## config.mk

```make
export PLATFORM = sky130hd
export DESIGN_NAME = aes_batch_sequencer
export DESIGN_NICKNAME = d
export VERILOG_FILES = /design/src/rtl/aes_batch_sequencer_pkg.sv /design/src/rtl/aes_seq_watchdog.sv /design/src/rtl/aes_batch_sequencer.sv
export SDC_FILE = /design/constraint.sdc
export NUM_CORES = 1
export LEC_CHECK = 0
export ABC_AREA = 0
export CORE_MARGIN = 1
export CORE_UTILIZATION = 34
export CTS_BUF_LIST = sky130_fd_sc_hd__clkbuf_8
export DETAILED_ROUTE_END_ITERATION = 8
export PLACE_DENSITY = 0.58
export SYNTH_ARGS = -nofsm -noshare
export SYNTH_HDL_FRONTEND = slang
export SYNTH_SLANG_ARGS = --single-unit
```

## constraint.sdc

```tcl
create_clock -name clk_i -period 2.2 [get_ports clk_i]
set_clock_uncertainty 0.15 [all_clocks]
set_input_delay 0.33 -clock clk_i [delete_from_list [all_inputs] [get_ports clk_i]]
set_output_delay 0.33 -clock clk_i [all_outputs]
set_load 0.02 [all_outputs]
```

## src/rtl/aes_batch_sequencer_pkg.sv

```systemverilog
// Shared definitions for the AES batch sequencer.
// Contents:
//   SEQ_ADDR_WIDTH - default width of block index / ROM / RAM addresses
//   seq_state_e    - sequencer FSM state encoding
//   lat_cnt_width  - width of the ROM-latency counter for a given latency
package aes_batch_sequencer_pkg;

    localparam int unsigned SEQ_ADDR_WIDTH = 32'd8;

    typedef enum logic [2:0] {
        ST_IDLE   = 3'd0,
        ST_FETCH  = 3'd1,
        ST_LAUNCH = 3'd2,
        ST_WAIT   = 3'd3,
        ST_WRITE  = 3'd4,
        ST_DONE   = 3'd5,
        ST_ERR    = 3'd6
    } seq_state_e;

    // A latency of 1 still needs a 1-bit counter so the FETCH logic stays uniform.
    function automatic int unsigned lat_cnt_width(input int unsigned lat);
        return (lat > 32'd1) ? $clog2(lat) : 32'd1;
    endfunction

endpackage

```

## src/rtl/aes_seq_watchdog.sv

```systemverilog
// Core-completion watchdog for the AES batch sequencer.
// Ports:
//   clk_i, rst_ni - clock, asynchronous active-low reset
//   clr_i         - synchronous clear of the count (wins over en_i)
//   en_i          - count one cycle
//   expired_o     - high while the count equals TIMEOUT
// The count holds at TIMEOUT so it can never wrap back to a non-expired value.
module aes_seq_watchdog #(
    parameter int unsigned TO_WIDTH = 32'd8,
    parameter int unsigned TIMEOUT  = 32'd255
) (
    input  logic clk_i,
    input  logic rst_ni,
    input  logic clr_i,
    input  logic en_i,
    output logic expired_o
);

    logic [TO_WIDTH-1:0] count_r;

    assign expired_o = (count_r == TO_WIDTH'(TIMEOUT));

    // Watchdog count: clear, or advance while enabled and not yet expired.
    always_ff @(posedge clk_i or negedge rst_ni) begin
        if (!rst_ni) begin
            count_r <= {TO_WIDTH{1'b0}};
        end else if (clr_i) begin
            count_r <= {TO_WIDTH{1'b0}};
        end else if (en_i && !expired_o) begin
            count_r <= count_r + TO_WIDTH'(1'b1);
        end else begin
            count_r <= count_r;
        end
    end

endmodule

```

## src/rtl/aes_batch_sequencer.sv

```systemverilog
// Sequences a batch of AES-128 encryptions through the AES core.
// Per block: present the ROM address, launch the core, wait for completion
// under a watchdog, then write the core result into the cyphertext RAM.
// Ports:
//   clk_i, rst_ni             - clock, asynchronous active-low reset
//   start_i, num_blocks_i     - batch start request and block count (IDLE only)
//   abort_i                   - abandon the running batch
//   rom_addr_o                - plaintext/key ROM address (current index)
//   core_start_o, core_done_i - AES core launch pulse / completion
//   ram_we_o, ram_addr_o      - cyphertext RAM write strobe / address
//   busy_o                    - batch in progress
//   done_o, aborted_o         - one-cycle completion / abandon pulses
//   err_o                     - sticky core-timeout flag
//   blk_cnt_o                 - blocks written in current/last batch
module aes_batch_sequencer
    import aes_batch_sequencer_pkg::*;
#(
    parameter int unsigned ADDR_WIDTH = SEQ_ADDR_WIDTH,
    parameter int unsigned ROM_LAT    = 32'd1,
    parameter int unsigned TIMEOUT    = 32'd255,
    parameter int unsigned TO_WIDTH   = 32'd8
) (
    input  logic                  clk_i,
    input  logic                  rst_ni,
    input  logic                  start_i,
    input  logic [ADDR_WIDTH-1:0] num_blocks_i,
    input  logic                  abort_i,
    output logic [ADDR_WIDTH-1:0] rom_addr_o,
    output logic                  core_start_o,
    input  logic                  core_done_i,
    output logic                  ram_we_o,
    output logic [ADDR_WIDTH-1:0] ram_addr_o,
    output logic                  busy_o,
    output logic                  done_o,
    output logic                  aborted_o,
    output logic                  err_o,
    output logic [ADDR_WIDTH-1:0] blk_cnt_o
);

    localparam int unsigned     LAT_W    = lat_cnt_width(ROM_LAT);
    localparam logic [LAT_W-1:0] LAT_LAST = LAT_W'(ROM_LAT - 32'd1);

    seq_state_e            state_r;
    logic [ADDR_WIDTH-1:0] idx_r;
    logic [ADDR_WIDTH-1:0] cnt_r;
    logic [ADDR_WIDTH-1:0] blk_cnt_r;
    logic [LAT_W-1:0]      lat_r;
    logic                  core_start_r;
    logic                  ram_we_r;
    logic                  busy_r;
    logic                  done_r;
    logic                  aborted_r;
    logic                  err_r;

    logic                  wd_clr_s;
    logic                  wd_en_s;
    logic                  wd_expired_s;
    logic                  last_blk_s;
    logic                  abort_s;

    assign wd_clr_s   = (state_r == ST_LAUNCH);
    assign wd_en_s    = (state_r == ST_WAIT);
    // cnt_r is never 0 outside IDLE/DONE, so cnt_r-1 does not underflow in WRITE.
    assign last_blk_s = (idx_r == (cnt_r - ADDR_WIDTH'(1'b1)));
    assign abort_s    = abort_i && (state_r != ST_IDLE);

    aes_seq_watchdog #(
        .TO_WIDTH (TO_WIDTH),
        .TIMEOUT  (TIMEOUT)
    ) u_watchdog (
        .clk_i     (clk_i),
        .rst_ni    (rst_ni),
        .clr_i     (wd_clr_s),
        .en_i      (wd_en_s),
        .expired_o (wd_expired_s)
    );

    // Batch FSM with index, block counter and registered status outputs.
    always_ff @(posedge clk_i or negedge rst_ni) begin
        if (!rst_ni) begin
            state_r      <= ST_IDLE;
            idx_r        <= {ADDR_WIDTH{1'b0}};
            cnt_r        <= {ADDR_WIDTH{1'b0}};
            blk_cnt_r    <= {ADDR_WIDTH{1'b0}};
            lat_r        <= {LAT_W{1'b0}};
            core_start_r <= 1'b0;
            ram_we_r     <= 1'b0;
            busy_r       <= 1'b0;
            done_r       <= 1'b0;
            aborted_r    <= 1'b0;
            err_r        <= 1'b0;
        end else begin
            core_start_r <= 1'b0;
            ram_we_r     <= 1'b0;
            done_r       <= 1'b0;
            aborted_r    <= 1'b0;
            if (abort_s) begin
                // Abort overrides whatever the current state would have done.
                state_r   <= ST_IDLE;
                busy_r    <= 1'b0;
                aborted_r <= 1'b1;
            end else begin
                case (state_r)
                    ST_IDLE: begin
                        if (start_i) begin
                            cnt_r     <= num_blocks_i;
                            idx_r     <= {ADDR_WIDTH{1'b0}};
                            blk_cnt_r <= {ADDR_WIDTH{1'b0}};
                            lat_r     <= {LAT_W{1'b0}};
                            err_r     <= 1'b0;
                            busy_r    <= 1'b1;
                            if (num_blocks_i == {ADDR_WIDTH{1'b0}}) begin
                                state_r <= ST_DONE;
                            end else begin
                                state_r <= ST_FETCH;
                            end
                        end else begin
                            state_r <= ST_IDLE;
                        end
                    end
                    ST_FETCH: begin
                        if (lat_r == LAT_LAST) begin
                            lat_r        <= {LAT_W{1'b0}};
                            core_start_r <= 1'b1;
                            state_r      <= ST_LAUNCH;
                        end else begin
                            lat_r <= lat_r + LAT_W'(1'b1);
                        end
                    end
                    ST_LAUNCH: begin
                        state_r <= ST_WAIT;
                    end
                    ST_WAIT: begin
                        // Completion wins over a watchdog expiry in the same cycle.
                        if (core_done_i) begin
                            ram_we_r <= 1'b1;
                            state_r  <= ST_WRITE;
                        end else if (wd_expired_s) begin
                            state_r <= ST_ERR;
                        end else begin
                            state_r <= ST_WAIT;
                        end
                    end
                    ST_WRITE: begin
                        blk_cnt_r <= blk_cnt_r + ADDR_WIDTH'(1'b1);
                        if (last_blk_s) begin
                            state_r <= ST_DONE;
                        end else begin
                            idx_r   <= idx_r + ADDR_WIDTH'(1'b1);
                            state_r <= ST_FETCH;
                        end
                    end
                    ST_DONE: begin
                        done_r  <= 1'b1;
                        busy_r  <= 1'b0;
                        state_r <= ST_IDLE;
                    end
                    ST_ERR: begin
                        err_r   <= 1'b1;
                        busy_r  <= 1'b0;
                        state_r <= ST_IDLE;
                    end
                    default: begin
                        busy_r  <= 1'b0;
                        state_r <= ST_IDLE;
                    end
                endcase
            end
        end
    end

    assign rom_addr_o   = idx_r;
    assign ram_addr_o   = idx_r;
    assign core_start_o = core_start_r;
    // The strobe is registered on entry to WRITE; an abort arriving during the
    // WRITE cycle itself must still suppress the RAM write.
    assign ram_we_o     = ram_we_r && !abort_i;
    assign busy_o       = busy_r;
    assign done_o       = done_r;
    assign aborted_o    = aborted_r;
    assign err_o        = err_r;
    assign blk_cnt_o    = blk_cnt_r;

endmodule

```

Word-level counts from Yosys, hierarchy flattened
Index checks and enable logic that the tools add are counted.

word-level totals
  bits in registers = 42
  input port bits = 13

operators by class
  $add $sub $neg = 5
  eq/ne operators = 13
  mux-type cells = 30
  bitwise gates (word level) = 1
  reductions and logical operators = 19

operators with widths
  cell                   count
  $mux W8                4
  $pmux W8 S2            2
  $add A8 B1 Y8 const B  3
  $mux W3                7
  $pmux W3 S5            1
  $mux W1                13
  $reduce_and A3 Y1      4
  $eq A3 B3 Y1 const B   3
  $eq A8 B8 Y1           1
  $eq A8 B8 Y1 const B   1
  $logic_not A8 Y1       1
  $reduce_bool A2 Y1     4
  $sub A8 B1 Y8 const B  1
  $eq A3 B2 Y1 const B   2
  $ne A3 B3 Y1 const B   2
  $pmux W1 S2            3
  $ne A2 B2 Y1 const B   2
  $reduce_and A4 Y1      1
  $reduce_or A4 Y1       1
  $eq A3 B1 Y1 const B   1
  $logic_and A1 B1 Y1    3
  $logic_not A3 Y1       1
  $reduce_bool A3 Y1     1
  $logic_not A1 Y1       2
  4 further kinds        4

Depth between registers and ports, before layout
Gate-level depths: netlist (run 1).

  depth after elaboration = 5
  gate-level depth with buffers = 9
  gate-level depth less buffers = 8

Hierarchy
From an unflattened synthesis (run 1), not the netlist that was laid out.

unflattened totals
  cells, all modules = 252
  area, all modules = 2371.0 um2

by module, submodules not included
  module               instances  cells an instance  area an instance (um2)  sequential area each (um2)
  aes_batch_sequencer  1          205                1901.8                  825.8
  aes_seq_watchdog     1          47                 469.2                   200.2

Least setup slack after synthesis (run 1)
No wires, ideal clock.

  kind = reg-to-reg
  start = register cnt_r[0]
  end = register idx_r[0] (netlist: ram_addr_o[0])
  library setup time = 0.128 ns
  arrival time = 2.111 ns
  path slack = -0.189 ns
  cell stages (with the launch flop) = 10
  cell sequence = dfrtp_1 inv_1 ha_1 clkbuf_1 or2b_1 a21boi_0 o31ai_1 nor4_4 a21oi_2 mux2_1

on the way
  cells in the longest elaborated chain, start to end = 4

RTL lines
  element                      line                        source
  start: declaration           aes_batch_sequencer.sv:45   logic [ADDR_WIDTH-1:0] cnt_r;
  start signal: assignment     aes_batch_sequencer.sv:83   cnt_r <= {ADDR_WIDTH{1'b0}};
  start signal: assignment     aes_batch_sequencer.sv:106  cnt_r <= num_blocks_i;
  $sub A8 B1 Y8                aes_batch_sequencer.sv:64   assign last_blk_s = (idx_r == (cnt_r - ADDR_WIDTH'(1'b1)));
  $eq A8 B8 Y1                 aes_batch_sequencer.sv:64
  $ne A2 B2 Y1 (no line)       --
  $reduce_and A4 Y1 (no line)  --
  end signal: assignment       aes_batch_sequencer.sv:82   idx_r <= {ADDR_WIDTH{1'b0}};
  end signal: assignment       aes_batch_sequencer.sv:107  idx_r <= {ADDR_WIDTH{1'b0}};
  end signal: assignment       aes_batch_sequencer.sv:149  idx_r <= idx_r + ADDR_WIDTH'(1'b1);
  end: declaration             aes_batch_sequencer.sv:44   logic [ADDR_WIDTH-1:0] idx_r;

No other way between the ends.
A chain may end at the register's enable or synchronous reset.

Worst setup path after layout (run 1)
Same ends and word-level chain as after synthesis.

==> impl_metrics.py, run 1 <==
metrics = {
    "cells_and_area": {
        "postLayoutCellArea_sq_um": 3139,
        "finish.net_count": 331,
        "fillers": 604,
        "seqCellArea_sq_um": 1026,
        "multi_input_area_sq_um": 1256,
        "most-common-layout-cells": "41 x dfrtp_1, 40 x clkdlybuf4s50_1, 38 x nand2_1",
        "final_cell_count_no_fill": 391,
        "final_common_cell": "dfrtp_1",
        "area_growth_pct": 36.21,
        "drive_above_1_share": 0.2006,
        "diodes": 0,
    },
    "critical_path": {
        "slowest_delay_ns": 0.42,
        "cp_num_cells": 8,
        "crit_slowest_cell": "dfrtp_1",
        "rr_worst_depth": 8,
        "end_kind": "flop",
        "cp_cell_sequence": "inv_2 > ha_4 > nand2_1 > o31ai_2 > o31ai_4 > nor4_4 > a21oi_2 > mux2_1",
        "worst-setup-path-type": "reg -> reg",
        "required_ns": 2.23,
        "cp_num_buf_inv": 1,
        "arrival_ns": 2.27,
        "critPathTopFamily": "compound AO/OA/AOI/OAI gates",
        "start_kind": "flop",
        "path_max_fanout": 5,
    },
    "floorplan": {
        "io_pins": 43,
        "die_width_um": 84.33,
        "coreArea_sq_um": 6459,
        "initial_core_util": 0.3568,
        "die_h_um": 84.33,
        "fp-row-count": 29,
        "die-area_sq_um": 7112,
    },
    "routing": {
        "ant_nets": 0,
        "viasPerCell": 5.136,
        "num_vias": 2008,
        "drt-total-wl_um": 5497,
        "drc_errors": 3,
        "wl_per_cell_um": 14.06,
        "first_iter_violations": 78,
        "first_pass_iters": 6,
    },
    "clocking": {
        "cts.reportedPaths.clkPinSlew_ns": 0.08,
        "cts_tree": "yes",
        "cts_root_buf": "clkbuf_8",
        "clock-sinks": 41,
        "clk_latency_ns": 0.30,
        "htreeDepth": 2,
        "numCtsBuffers": 5,
        "cts_max_path_buffers": 2,
    },
    "synthesis": {
        "ys.warnings.count": 0,
        "synth-seq-area-share": 0.4452,
        "ys_types": 43,
        "ys_seq_elements": 41,
        "avgSynthCellArea_sq_um": 9.038,
        "syn_nets": 272,
        "synth_cells": 255,
        "postSynth.asyncResetShare": 1.000,
        "syn_area_sq_um": 2305,
        "synth_top_flop_cell": "dfrtp_1",
        "synth-edff-count": 0,
    },
    "placed_design": {
        "place_area_sq_um": 2920,
        "place_congestion": 0.7842,
        "pre_cts_slack_ns": -0.07261,
        "place_inst": 381,
        "portBuffers": 42,
        "dpl.hpwl_um": 3948,
    },
    "global_route": {
        "grt.met1_usage": 0.2242,
        "grt-busiest-layer": "met2",
        "grt_pass1_wl_um": 9163,
        "met3_usage": 0.03933,
        "grt_max_degree": 42,
        "track_usage": 0.1642,
        "grtUsageMet2": 0.2534,
        "grt_pass1_vias": 1920,
        "antenna_found_initial": 0,
        "grt_overflow": 0,
    },
    "sta": {
        "tightest_slew_ns": 0.5554,
        "finalCritPeriodShare": 1.019,
        "setup_ws_ns": -0.04274,
        "max-slew-margin-rel": 0.6263,
        "fin_setup_tns_ns": -0.08911,
        "hold_viol_final": 0,
        "final_max_slew_viol_count": 0,
        "setup_viol_count_final": 3,
        "grt_setup_unrepaired": "true",
        "post-route-min-period_ns": 2.243,
        "max_freq_mhz": 445.9,
    },
    "power_and_ir_drop": {
        "seq_power_share": 0.346,
        "switchingPower_w": 0.001137,
        "internal_power_w": 0.001823,
        "power_density_nw_per_um2": 942.7,
        "p_leak_nw": 1.380,
        "swShare": 0.3841,
        "power_frac_comb": 0.456,
        "power_frac_clock": 0.198,
        "total_power_w": 0.002959,
        "irDropWorstVdd_mv": 0.3735,
    },
    "hold_path": {
        "holdPathStages": 2,
        "hp-class": "reg -> reg",
    },
    "flow_run": {
        "maxCapViolations": 0,
    },
    "status": {
        "violations": "design-rule violations, negative setup slack",
        "status": "finished with violations",
    },
}
## final cells by class
cell class	count	area share
flip-flops and latches	41	0.3268
clock buffers	5	0.02192
well taps	77	0.03069
clock inverters	2	0.01116
repair buffers	70	0.2021
inverters	6	0.007174
multi-input cells	190	0.4002
## final timing paths
kind,start,to,slack (ns)
max reg2reg,cnt_r[0],ram_addr_o[0],-0.04
min reg2reg,cnt_r[7],cnt_r[7],0.36
min in group asynchronous,rst_ni,u_watchdog.count_r[0],0.47
max in group asynchronous,rst_ni,cnt_r[0],1.05
max,cnt_r[0],ram_addr_o[0],-0.04
min,cnt_r[7],cnt_r[7],0.36
## sequential cells by signal, indices dropped and copies added (netlist names)
register and count:
ram_addr_o 8, ram_we_r 1, blk_cnt_o 8, state_r 3, cnt_r 8, err_o 1, u_watchdog.count_r 8, aborted_o 1
core_start_o 1, done_o 1, busy_o 1
## synth_stat cells, drive strengths merged (2+ instances only)
cell    number  area (sq um)
ha           4         50.05
nand3       13         65.06
xnor2       12         105.1
mux2         2         22.52
a31oi        3         18.77
nand3b       3         22.52
o31a         2         17.52
mux2i        6         60.06
clkbuf       9         33.78
nor4b        2         23.77
and3         5         31.28
nor4         7         58.81
inv          6         22.52
dfrtp       41          1026
nand2       38         142.6
a21oi       10         53.80
or4          2         18.77
buf          9         71.32
nor2        29         116.4
nor3         5         25.02
nand2b       2         12.51
nand4        6         37.54
nor2b        3         18.77
or2          5         31.28
o31ai        2         15.01
o21ai       11         55.05
xor2         9         78.83
## metrics by stage
step,hold WS (ns),util
4_1_cts,0.3699,0.4733
2_1_floorplan,-0.1156,-
5_1_grt,0.4080,0.4861
6_report,0.3608,0.4861
3_3_place_gp,0.2832,0.4522
3_5_place_dp,0.2868,0.4522
## worst register-to-register path: stages (launching register included)
cell	delay [ns]
dfrtp_1	0.42
inv_2	0.09
ha_4	0.17
nand2_1	0.07
o31ai_2	0.28
o31ai_4	0.15
nor4_4	0.35
a21oi_2	0.13
mux2_1	0.32
## logic make-up after synthesis
family,Yosys count,share of synthesized area
AOI/OAI and AO/OA,32,0.08361
xor gates and xnor gates,21,0.07981
adders and majority gates,4,0.02172
buffers and inverters,24,0.05537
DFF,41,0.4452
muxes,8,0.03583
and+or+nand+nor,125,0.2785
## per-layer routing
layer	share of wire	up-vias
met5	0	-
met4	0.018	0
met3	0.035	8
met2	0.48	28
met1	0.47	984
li1	-	988
## repair_timing
action                                  CTS  global route
hold endpoints to repair                 41             0
pin swaps                                 1             5
endpoints found under the setup margin    2            10
hold buffers                              1             0
resized for setup                         2            16
buffers inserted                          2             0
## power by group through the flow
stage / clock network [W] / registers (W) / logic (W)
2_1_floorplan: 0 / 0.00102 / 0.000795
3_3_place_gp: 0 / 0.00102 / 0.00119
3_5_place_dp: 0 / 0.00103 / 0.00121
4_1_cts: 0.000607 / 0.00101 / 0.00124
5_1_grt: 0.000639 / 0.00104 / 0.00148
6_report: 0.000586 / 0.00102 / 0.00135
Note: power is estimated with default switching activity, not from simulation.
==> run 2, diff against run 1 <==
--- a/config.mk
+++ b/config.mk
@@ -5,12 +5,12 @@
 export SDC_FILE = /design/constraint.sdc
 export NUM_CORES = 1
 export LEC_CHECK = 0
-export ABC_AREA = 0
 export CORE_MARGIN = 1
-export CORE_UTILIZATION = 34
+export CORE_UTILIZATION = 49
 export CTS_BUF_LIST = sky130_fd_sc_hd__clkbuf_8
 export DETAILED_ROUTE_END_ITERATION = 8
-export PLACE_DENSITY = 0.58
+export PLACE_DENSITY = 0.79
+export RECOVER_POWER = 25
 export SYNTH_ARGS = -nofsm -noshare
 export SYNTH_HDL_FRONTEND = slang
 export SYNTH_SLANG_ARGS = --single-unit
==> impl_metrics.py, run 2 (synthesis results as in run 1) <==
metrics = {
    "status": {
        "status": "finished with violations",
        "violations": "design-rule violations, negative setup slack",
    },
    "clocking": {
        "clk_latency_ns": 0.29,
        "cts_root_buf": "clkbuf_8",
        "cts.reportedPaths.clkPinSlew_ns": 0.08,
        "cts_max_path_buffers": 2,
        "numCtsBuffers": 5,
        "clock-sinks": 41,
        "cts_tree": "yes",
        "htreeDepth": 2,
    },
    "floorplan": {
        "fp-row-count": 24,
        "initial_core_util": 0.5186,
        "die_h_um": 70.58,
        "io_pins": 43,
        "coreArea_sq_um": 4444,
        "die_width_um": 70.58,
        "die-area_sq_um": 4982,
    },
    "routing": {
        "wl_per_cell_um": 14.66,
        "first_pass_iters": 7,
        "first_iter_violations": 148,
        "num_vias": 2001,
        "drt-total-wl_um": 5351,
        "viasPerCell": 5.482,
        "drc_errors": 4,
        "ant_nets": 0,
    },
    "critical_path": {
        "crit_slowest_cell": "or4_4",
        "start_kind": "flop",
        "cp_common_cell": "or4_4",
        "worst-setup-path-type": "reg -> reg",
        "arrival_ns": 2.30,
        "path_max_fanout": 4,
        "end_kind": "flop",
        "cp_cell_sequence": "or4_4 > nor2_4 > xnor2_2 > or4_4 > o21ai_2 > mux2i_1",
        "required_ns": 2.27,
        "slowest_delay_ns": 0.56,
        "ff2ff_setup_slack_ns": -0.03,
    },
    "cells_and_area": {
        "finish.net_count": 329,
        "multi_input_area_sq_um": 1229,
        "drive_above_1_share": 0.1789,
        "fillers": 350,
        "seqCellArea_sq_um": 1026,
        "postLayoutCellArea_sq_um": 3069,
        "diodes": 0,
        "final_cell_count_no_fill": 365,
        "most-common-layout-cells": "41 x dfrtp_1, 41 x clkdlybuf4s50_1, 38 x nand2_1",
        "area_growth_pct": 33.17,
    },
    "placed_design": {
        "pre_cts_slack_ns": -0.06431,
        "place_inst": 354,
        "place_congestion": 0.8667,
        "place_area_sq_um": 2874,
        "dpl.hpwl_um": 3825,
        "portBuffers": 42,
    },
    "sta": {
        "max_freq_mhz": 448.3,
        "max-slew-margin-rel": 0.3390,
        "tightest_slew_ns": 0.9916,
        "final_max_slew_viol_count": 0,
        "setup_viol_count_final": 2,
        "finalCritPeriodShare": 1.014,
        "post-route-min-period_ns": 2.230,
        "setup_ws_ns": -0.03047,
        "grt_setup_unrepaired": "true",
        "hold_viol_final": 0,
        "hold_ws_ns": 0.3774,
    },
    "global_route": {
        "grt_max_degree": 42,
        "grt_pass1_wl_um": 9114,
        "antenna_found_initial": 0,
        "grt_pass1_vias": 2004,
        "grt_overflow": 0,
        "track_usage": 0.2309,
    },
    "power_and_ir_drop": {
        "p_leak_nw": 1.347,
        "irDropWorstVdd_mv": 0.5922,
        "power_density_nw_per_um2": 965.3,
        "total_power_w": 0.002963,
    },
    "hold_path": {
        "hp-class": "reg -> reg",
    },
    "flow_run": {
        "maxCapViolations": 0,
    },
}
==> run 2: final cells by class <==
type,count,share of cell area
inverters,6,0.007338
repair buffers,68,0.1977
multi-input cells,190,0.4003
well taps,52,0.02120
clock inverters,2,0.01223
clock buffers,6,0.02691
flip-flops and latches,41,0.3343
==> run 2: per-layer routing <==
layer / global-route usage / part of all wire
met5: 0 / 0
met4: 0.06667 / 0.012
met3: 0.03419 / 0.036
met2: 0.3948 / 0.49
met1: 0.3084 / 0.46
==> run 2: what timing repair did <==
item | 4_1_cts | 5_1_grt
gates resized for setup | 5 | 6
setup endpoints to repair | 4 | 8
setup buffers | 2 | 0
hold buffers | 1 | 0
hold endpoints to repair | 41 | 0
pin swaps | 3 | 1
==> run 2: path summary, 6_finish.rpt <==
path                          start               endpoint  cells past startpoint
hold reg to reg            cnt_r[7]               cnt_r[7]                      2
min in group asynchronous    rst_ni                 done_o                      3
hold / removal             cnt_r[7]               cnt_r[7]                      2
max in group asynchronous    rst_ni  u_watchdog.count_r[7]                      3
setup / recovery           cnt_r[1]          ram_addr_o[4]                      6
setup reg to reg           cnt_r[1]          ram_addr_o[4]                      6
==> run 2: worst max-delay path: cells and delay by family, from the launching register on <==
kind             cells  cell delay (ns)
AND/OR/NAND/NOR      3             1.17
flip-flops           1             0.42
multiplexers         1             0.18
AO/OA/AOI/OAI        1             0.14
XOR/XNOR             1             0.09
==> run 2: power by group <==
group          internal, W  switching (W)  total, W
sequential        0.000879       0.000162   0.00104
clock             0.000369       0.000271  0.000641
combinational     0.000583       0.000698   0.00128
total              0.00183        0.00113   0.00296
==> run 2: per-stage QoR <==
step                setup TNS, ns  utilization
CTS                      -0.01827       0.6858
global route              -0.6201       0.6906
finish                   -0.03212       0.6906
global placement        -0.008137       0.6467
detailed placement        -0.1369       0.6467
floorplan                -0.03375            -
